## src/rtl/clk_div_pkg.sv

```systemverilog
// Shared types and defaults for the programmable clock divider controller.
// Holds the controller state encoding and the configuration legality rule.
package clk_div_pkg;

  typedef enum logic [1:0] {
    ST_IDLE,
    ST_RUN,
    ST_PEND,
    ST_DRAIN
  } state_e;

  localparam int CLK_DEF_DIV  = 6;
  localparam int CLK_DEF_HIGH = 2;

  // A period needs at least one low and one high cycle.
  function automatic logic cfg_legal(input int unsigned div, input int unsigned high);
    return (div >= 32'd2) && (high >= 32'd1) && (high < div);
  endfunction

endpackage

```

## src/rtl/clk_div_core.sv

```systemverilog
// Period counter plus duty compare; clk_out is registered and aligned with cnt.
// div_a/high_a must only change while clear is high or on the wrap cycle.
module clk_div_core
  import clk_div_pkg::*;
#(
  parameter int CW = 8
) (
  input  logic          clk_in,
  input  logic          rst,
  input  logic          run,
  input  logic          clear,
  input  logic [CW-1:0] div_a,
  input  logic [CW-1:0] high_a,
  output logic          clk_out,
  output logic          wrap
);

  logic [CW-1:0] cnt_q, cnt_d;
  logic          clk_out_q, clk_out_d;
  logic [CW-1:0] low_len;

  assign low_len = div_a - high_a;
  assign wrap    = run && !clear && (cnt_q == div_a - CW'(1));

  // clk_out is computed from the next count so the flop lines up with cnt_q.
  always_comb begin
    cnt_d = cnt_q + CW'(1);
    if (clear || !run || wrap) cnt_d = '0;
    clk_out_d = run && !clear && !wrap && (cnt_d >= low_len);
  end

  always_ff @(posedge clk_in or posedge rst) begin
    if (rst) begin
      cnt_q     <= '0;
      clk_out_q <= 1'b0;
    end else begin
      cnt_q     <= cnt_d;
      clk_out_q <= clk_out_d;
    end
  end

  assign clk_out = clk_out_q;

endmodule

```

## src/rtl/clk_div_ctrl.sv

```systemverilog
// Divider controller: owns the run FSM, active/shadow configuration and the
// host handshake; new settings take effect only at period boundaries.
module clk_div_ctrl
  import clk_div_pkg::*;
#(
  parameter int CW       = 8,
  parameter int DEF_DIV  = CLK_DEF_DIV,
  parameter int DEF_HIGH = CLK_DEF_HIGH
) (
  input  logic          clk_in,
  input  logic          rst,
  input  logic          en,
  input  logic          cfg_valid,
  input  logic [CW-1:0] cfg_div,
  input  logic [CW-1:0] cfg_high,
  output logic          cfg_ready,
  output logic          cfg_err,
  output logic          clk_out,
  output logic          period_tick,
  output logic          running
);

  state_e        state_q, state_d;
  logic [CW-1:0] div_q, div_d, high_q, high_d;
  logic [CW-1:0] sdiv_q, sdiv_d, shigh_q, shigh_d;
  logic          cfg_err_q, cfg_err_d;
  logic          tick_q;
  logic          accept, legal, legal_acc;
  logic          core_run, core_clear, wrap;

  assign cfg_ready  = (state_q != ST_PEND);
  assign running    = (state_q != ST_IDLE);
  assign accept     = cfg_valid && cfg_ready;
  assign legal      = cfg_legal(32'(cfg_div), 32'(cfg_high));
  assign legal_acc  = accept && legal;
  assign core_run   = (state_q != ST_IDLE);
  assign core_clear = (state_q == ST_IDLE);

  always_comb begin
    state_d   = state_q;
    div_d     = div_q;
    high_d    = high_q;
    sdiv_d    = sdiv_q;
    shigh_d   = shigh_q;
    cfg_err_d = accept && !legal;
    case (state_q)
      ST_IDLE: begin
        if (legal_acc) begin
          div_d  = cfg_div;
          high_d = cfg_high;
        end
        if (en) state_d = ST_RUN;
      end
      ST_RUN: begin
        if (legal_acc) begin
          sdiv_d  = cfg_div;
          shigh_d = cfg_high;
          state_d = ST_PEND;
        end else if (!en) begin
          state_d = ST_DRAIN;
        end
      end
      ST_PEND: begin
        if (wrap) begin
          div_d   = sdiv_q;
          high_d  = shigh_q;
          state_d = en ? ST_RUN : ST_IDLE;
        end
      end
      ST_DRAIN: begin
        // An accept landing on the wrap cycle is already at a boundary.
        if (wrap) begin
          if (legal_acc) begin
            div_d  = cfg_div;
            high_d = cfg_high;
          end
          state_d = en ? ST_RUN : ST_IDLE;
        end else if (legal_acc) begin
          sdiv_d  = cfg_div;
          shigh_d = cfg_high;
          state_d = ST_PEND;
        end else if (en) begin
          state_d = ST_RUN;
        end
      end
      default: state_d = ST_IDLE;
    endcase
  end

  always_ff @(posedge clk_in or posedge rst) begin
    if (rst) begin
      state_q   <= ST_IDLE;
      div_q     <= CW'(DEF_DIV);
      high_q    <= CW'(DEF_HIGH);
      sdiv_q    <= '0;
      shigh_q   <= '0;
      cfg_err_q <= 1'b0;
      tick_q    <= 1'b0;
    end else begin
      state_q   <= state_d;
      div_q     <= div_d;
      high_q    <= high_d;
      sdiv_q    <= sdiv_d;
      shigh_q   <= shigh_d;
      cfg_err_q <= cfg_err_d;
      tick_q    <= wrap;
    end
  end

  clk_div_core #(.CW(CW)) u_core (
    .clk_in  (clk_in),
    .rst     (rst),
    .run     (core_run),
    .clear   (core_clear),
    .div_a   (div_q),
    .high_a  (high_q),
    .clk_out (clk_out),
    .wrap    (wrap)
  );

  assign cfg_err     = cfg_err_q;
  assign period_tick = tick_q;

endmodule

```

## config.mk

```make
export PLATFORM = sky130hd
export DESIGN_NAME = clk_div_ctrl
export DESIGN_NICKNAME = d
export VERILOG_FILES = /design/src/rtl/clk_div_pkg.sv /design/src/rtl/clk_div_core.sv /design/src/rtl/clk_div_ctrl.sv
export SDC_FILE = /design/constraint.sdc
export NUM_CORES = 1
export LEC_CHECK = 0
export ABC_CLOCK_PERIOD_IN_PS = 8600
export BUFFER_PORTS_ARGS = -buffer_cell sky130_fd_sc_hd__buf_2
export CAP_MARGIN = 5
export CORE_MARGIN = 3
export CORE_UTILIZATION = 39
export DETAILED_ROUTE_END_ITERATION = 16
export PLACE_DENSITY = 0.58
export SKIP_LAST_GASP = 1
export SYNTH_ARGS = -nofsm -noshare
export SYNTH_HDL_FRONTEND = slang
export SYNTH_HIERARCHICAL = 1
export SYNTH_SLANG_ARGS = --single-unit
```

## constraint.sdc

```tcl
create_clock -name clk_in -period 8.6 [get_ports clk_in]
set_clock_uncertainty 0.2 [all_clocks]
set_input_delay 0.43 -clock clk_in [delete_from_list [all_inputs] [get_ports clk_in]]
set_output_delay 0.43 -clock clk_in [all_outputs]
set_load 0.02 [all_outputs]
```

==> results.yml <==
cts:
  post_cts_buffers: 0
  cts_resized: 0
  worstSkewPairLatency_ps: 310
  cts_max_level: 2
  clock_path_buffers: 2
  cts_root_buffer: "clkbuf_8"
  cts_hold_buf: 1
  cts_tree: "done"
  numCtsBuffers: 5
  clk_pin_slew_worst_paths_ps: 100
  clock_sinks: 45
flow_run:
  drv_cap: 0
sta:
  slew_headroom: 0.198
  period_share: 0.485
  finalSetupViolations: 0
  hold_viol_final: 0
  tns_ps: 0
  period_needed_ps: 4170
  worst_pin_slew_ps: 1200
  drv_slew: 0
  fmax_ghz: 0.240
  rsz0062_at_grt: "false"
setup_path:
  cp_slowest_cell: "nor2_1"
  setup.worst_path.end_class: "register"
  rrSetupSlack_ps: 4430
  worstPathArrival_ps: 4220
  crit_required_ps: 8650
  cp_max_fo: 17
  worstSetupStartpointType: "register"
  crit_path_max_incr_delay_ps: 960
  worstPathCellList: "inv_1 > ha_1 > xor2_1 > nand2_1 > nor4b_1 > o211a_1 > and3b_1 > a21oi_2 > nor2_1 > a22o_2 > a211o_1"
  path_class: "reg -> reg"
global_routing:
  overflow: 0
  track_usage: 0.179
  grt_antenna_before_repair: 0
  grt_pass1_vias: 2378
  grt_pass1_wl_um: 12600
  grt_max_degree: 37
pwr:
  ir_worst_vdd_mv: 0.162
  cellLeakagePower_nw: 1.68
  power.density_nw_per_um2: 367
synth:
  synth_area_leaders: "dfrtp_1 33%, ha_1 9.4%, mux2_4 4.7%"
  ys_seq_area_frac: 0.354
  ys_seq_elements: 45
  avgSynthCellArea_um2: 10.3
  yosysWarnings: 6
  synthArstFlopShare: 1.00
  synth_edf_count: 0
  synth_ff_type: "dfrtp_1"
  netlist_area_um2: 3200
  synth_nets: 354
  yosysTopAreaCellShare: 0.329
  synth_largest_area_cell: "dfrtp_1"
  yosysUniqueCellTypes: 58
  synth_cells: 309
floorplanning:
  die_area_um2: 9320
  initial_utilization: 0.407
  io_pins: 25
  rows: 32
  die_w_um: 96.5
  fp.coreArea_um2: 7850
  die_h_um: 96.5
detailed_routing:
  topRoutingLayerUsed: "met4"
  first_pass_iters: 4
  wl_per_cell_um: 18.1
  met2WireLength_um: 3770
  vias: 2392
  drcViolationCount: 0
  wirelength_um: 7800
  m1WireLength_um: 3790
  met3_length_um: 176
  viasPerCell: 5.56
  drtAntennaViolNets: 0
  drtIter0Drc: 121
outcome:
  status: "finished, final reports clean"
placement:
  portBuffers: 24
  gp_congestion: 0.816
  dp_hpwl_um: 5390
  dp.cells: 421
  dpl_cell_area_um2: 3340
hold_path:
  hp-class: "in -> reg"
layout:
  n_fill_cell: 789
  antennaDiodeCount: 0
  syn2layout_area_growth_pct: 7.56
  final_cells: 430
  final_area_um2: 3440
  layout-drive-gt1-share: 0.241
  fin_nets: 372
-- kinds of logic after synthesis --
| family | share of synthesized area |
|---|---|
| AO/OA/AOI/OAI | 0.197 |
| XOR/XNOR | 0.0576 |
| adder cells (fa/ha/maj) | 0.100 |
| buffers and inverters | 0.0689 |
| flip-flops | 0.354 |
| multiplexers | 0.0681 |
| AND/OR/NAND/NOR | 0.155 |
-- worst max-delay path, delay by kind of cell, from the launching register on --
family,cells,cell delay (ps)
buffers and inverters,1,70
XOR/XNOR,1,150
flip-flops,1,630
adder cells (fa/ha/maj),1,280
AO/OA/AOI/OAI,4,1130
AND/OR/NAND/NOR,4,1650
-- layout by cell type (no fill, tap or decap), types with 10 or more instances in the layout --
cell type and count:
a22o_1 10, xor2_1 10, buf_2 24, dfrtp_1 42, xnor2_1 11, a31oi_1 19, ha_1 24, a211o_1 14
mux2_4 10, inv_1 23, nand2_1 25, nor2_1 11
-- registers in the layout, indices dropped and copies added, names as in the netlist --
register	cells
period_tick	1
cfg_err	1
sdiv_q	8
div_q	8
shigh_q	8
u_core/clk_out	1
state_q	2
u_core/cnt_q	8
high_q	8
-- per-stage QoR --
step / total power (W) / setup WS (ps) / utilization / hold slack, ps
final: 0.00126 / 4430 / 0.438 / 118
after global routing: 0.00138 / 4200 / 0.438 / 126
after CTS: 0.00127 / 4390 / 0.438 / 114
after detailed placement: 0.00113 / 4420 / 0.425 / 224
after global placement: 0.00111 / 4530 / 0.425 / 211
after floorplan: 0.000968 / 5430 / - / 57.9
-- power by group --
part	switching (W)	total [W]	leakage (nW)	internal (W)
Sequential	0.000108	0.000417	0.540	0.000309
Clock	0.0000827	0.000141	0.0445	0.0000579
Combinational	0.000353	0.000705	1.10	0.000352
Total	0.000544	0.00126	1.68	0.000718
-- cell usage after synthesis, types with 2 or more instances --
library cell	number
xor2_1	10
nand3_1	6
nor2_1	11
xnor2_1	11
or3_1	2
a21oi_1	9
o21ai_0	6
nor3_2	8
a31oi_1	19
and3_1	3
dfrtp_1	42
buf_6	5
dfstp_2	3
a22o_2	6
nand2_1	25
a22o_1	10
ha_1	24
buf_4	2
a21o_1	2
nand2b_1	4
nor3_1	3
nor2b_1	3
mux2_2	6
and3b_1	3
a211o_1	14
or4_1	4
buf_2	3
inv_1	23
a211o_2	3
clkbuf_1	2
mux2_4	10
-- layout make-up --
type	instances	area (µm²)	area share
clock inverters	3	21.3	0.00619
well taps	102	128	0.0371
multi-input cells	225	1860	0.541
inverters	23	86.3	0.0251
repair buffers	27	145	0.0422
clock buffers	5	68.8	0.0200
flip-flops and latches	45	1130	0.329
-- worst paths after layout --
kind / end / startpoint / depth (start not counted)
setup / recovery: div_q[5] / div_q[1] / 11
hold / removal: state_q[1] / en / 2
setup reg to reg: div_q[5] / div_q[1] / 11
hold reg to reg: shigh_q[6] / shigh_q[6] / 1
max in group asynchronous: div_q[1] / rst / 4
min in group asynchronous: u_core/clk_out / rst / 3
-- per-layer routing --
| metal | GRT usage | vias to the layer above |
|---|---|---|
| met4 | 0.0491 | 0 |
| met3 | 0.0256 | 4 |
| met5 | 0 | - |
| li1 | - | 1168 |
| met2 | 0.292 | 30 |
| met1 | 0.249 | 1190 |
Power figures use the tool's default switching activity.
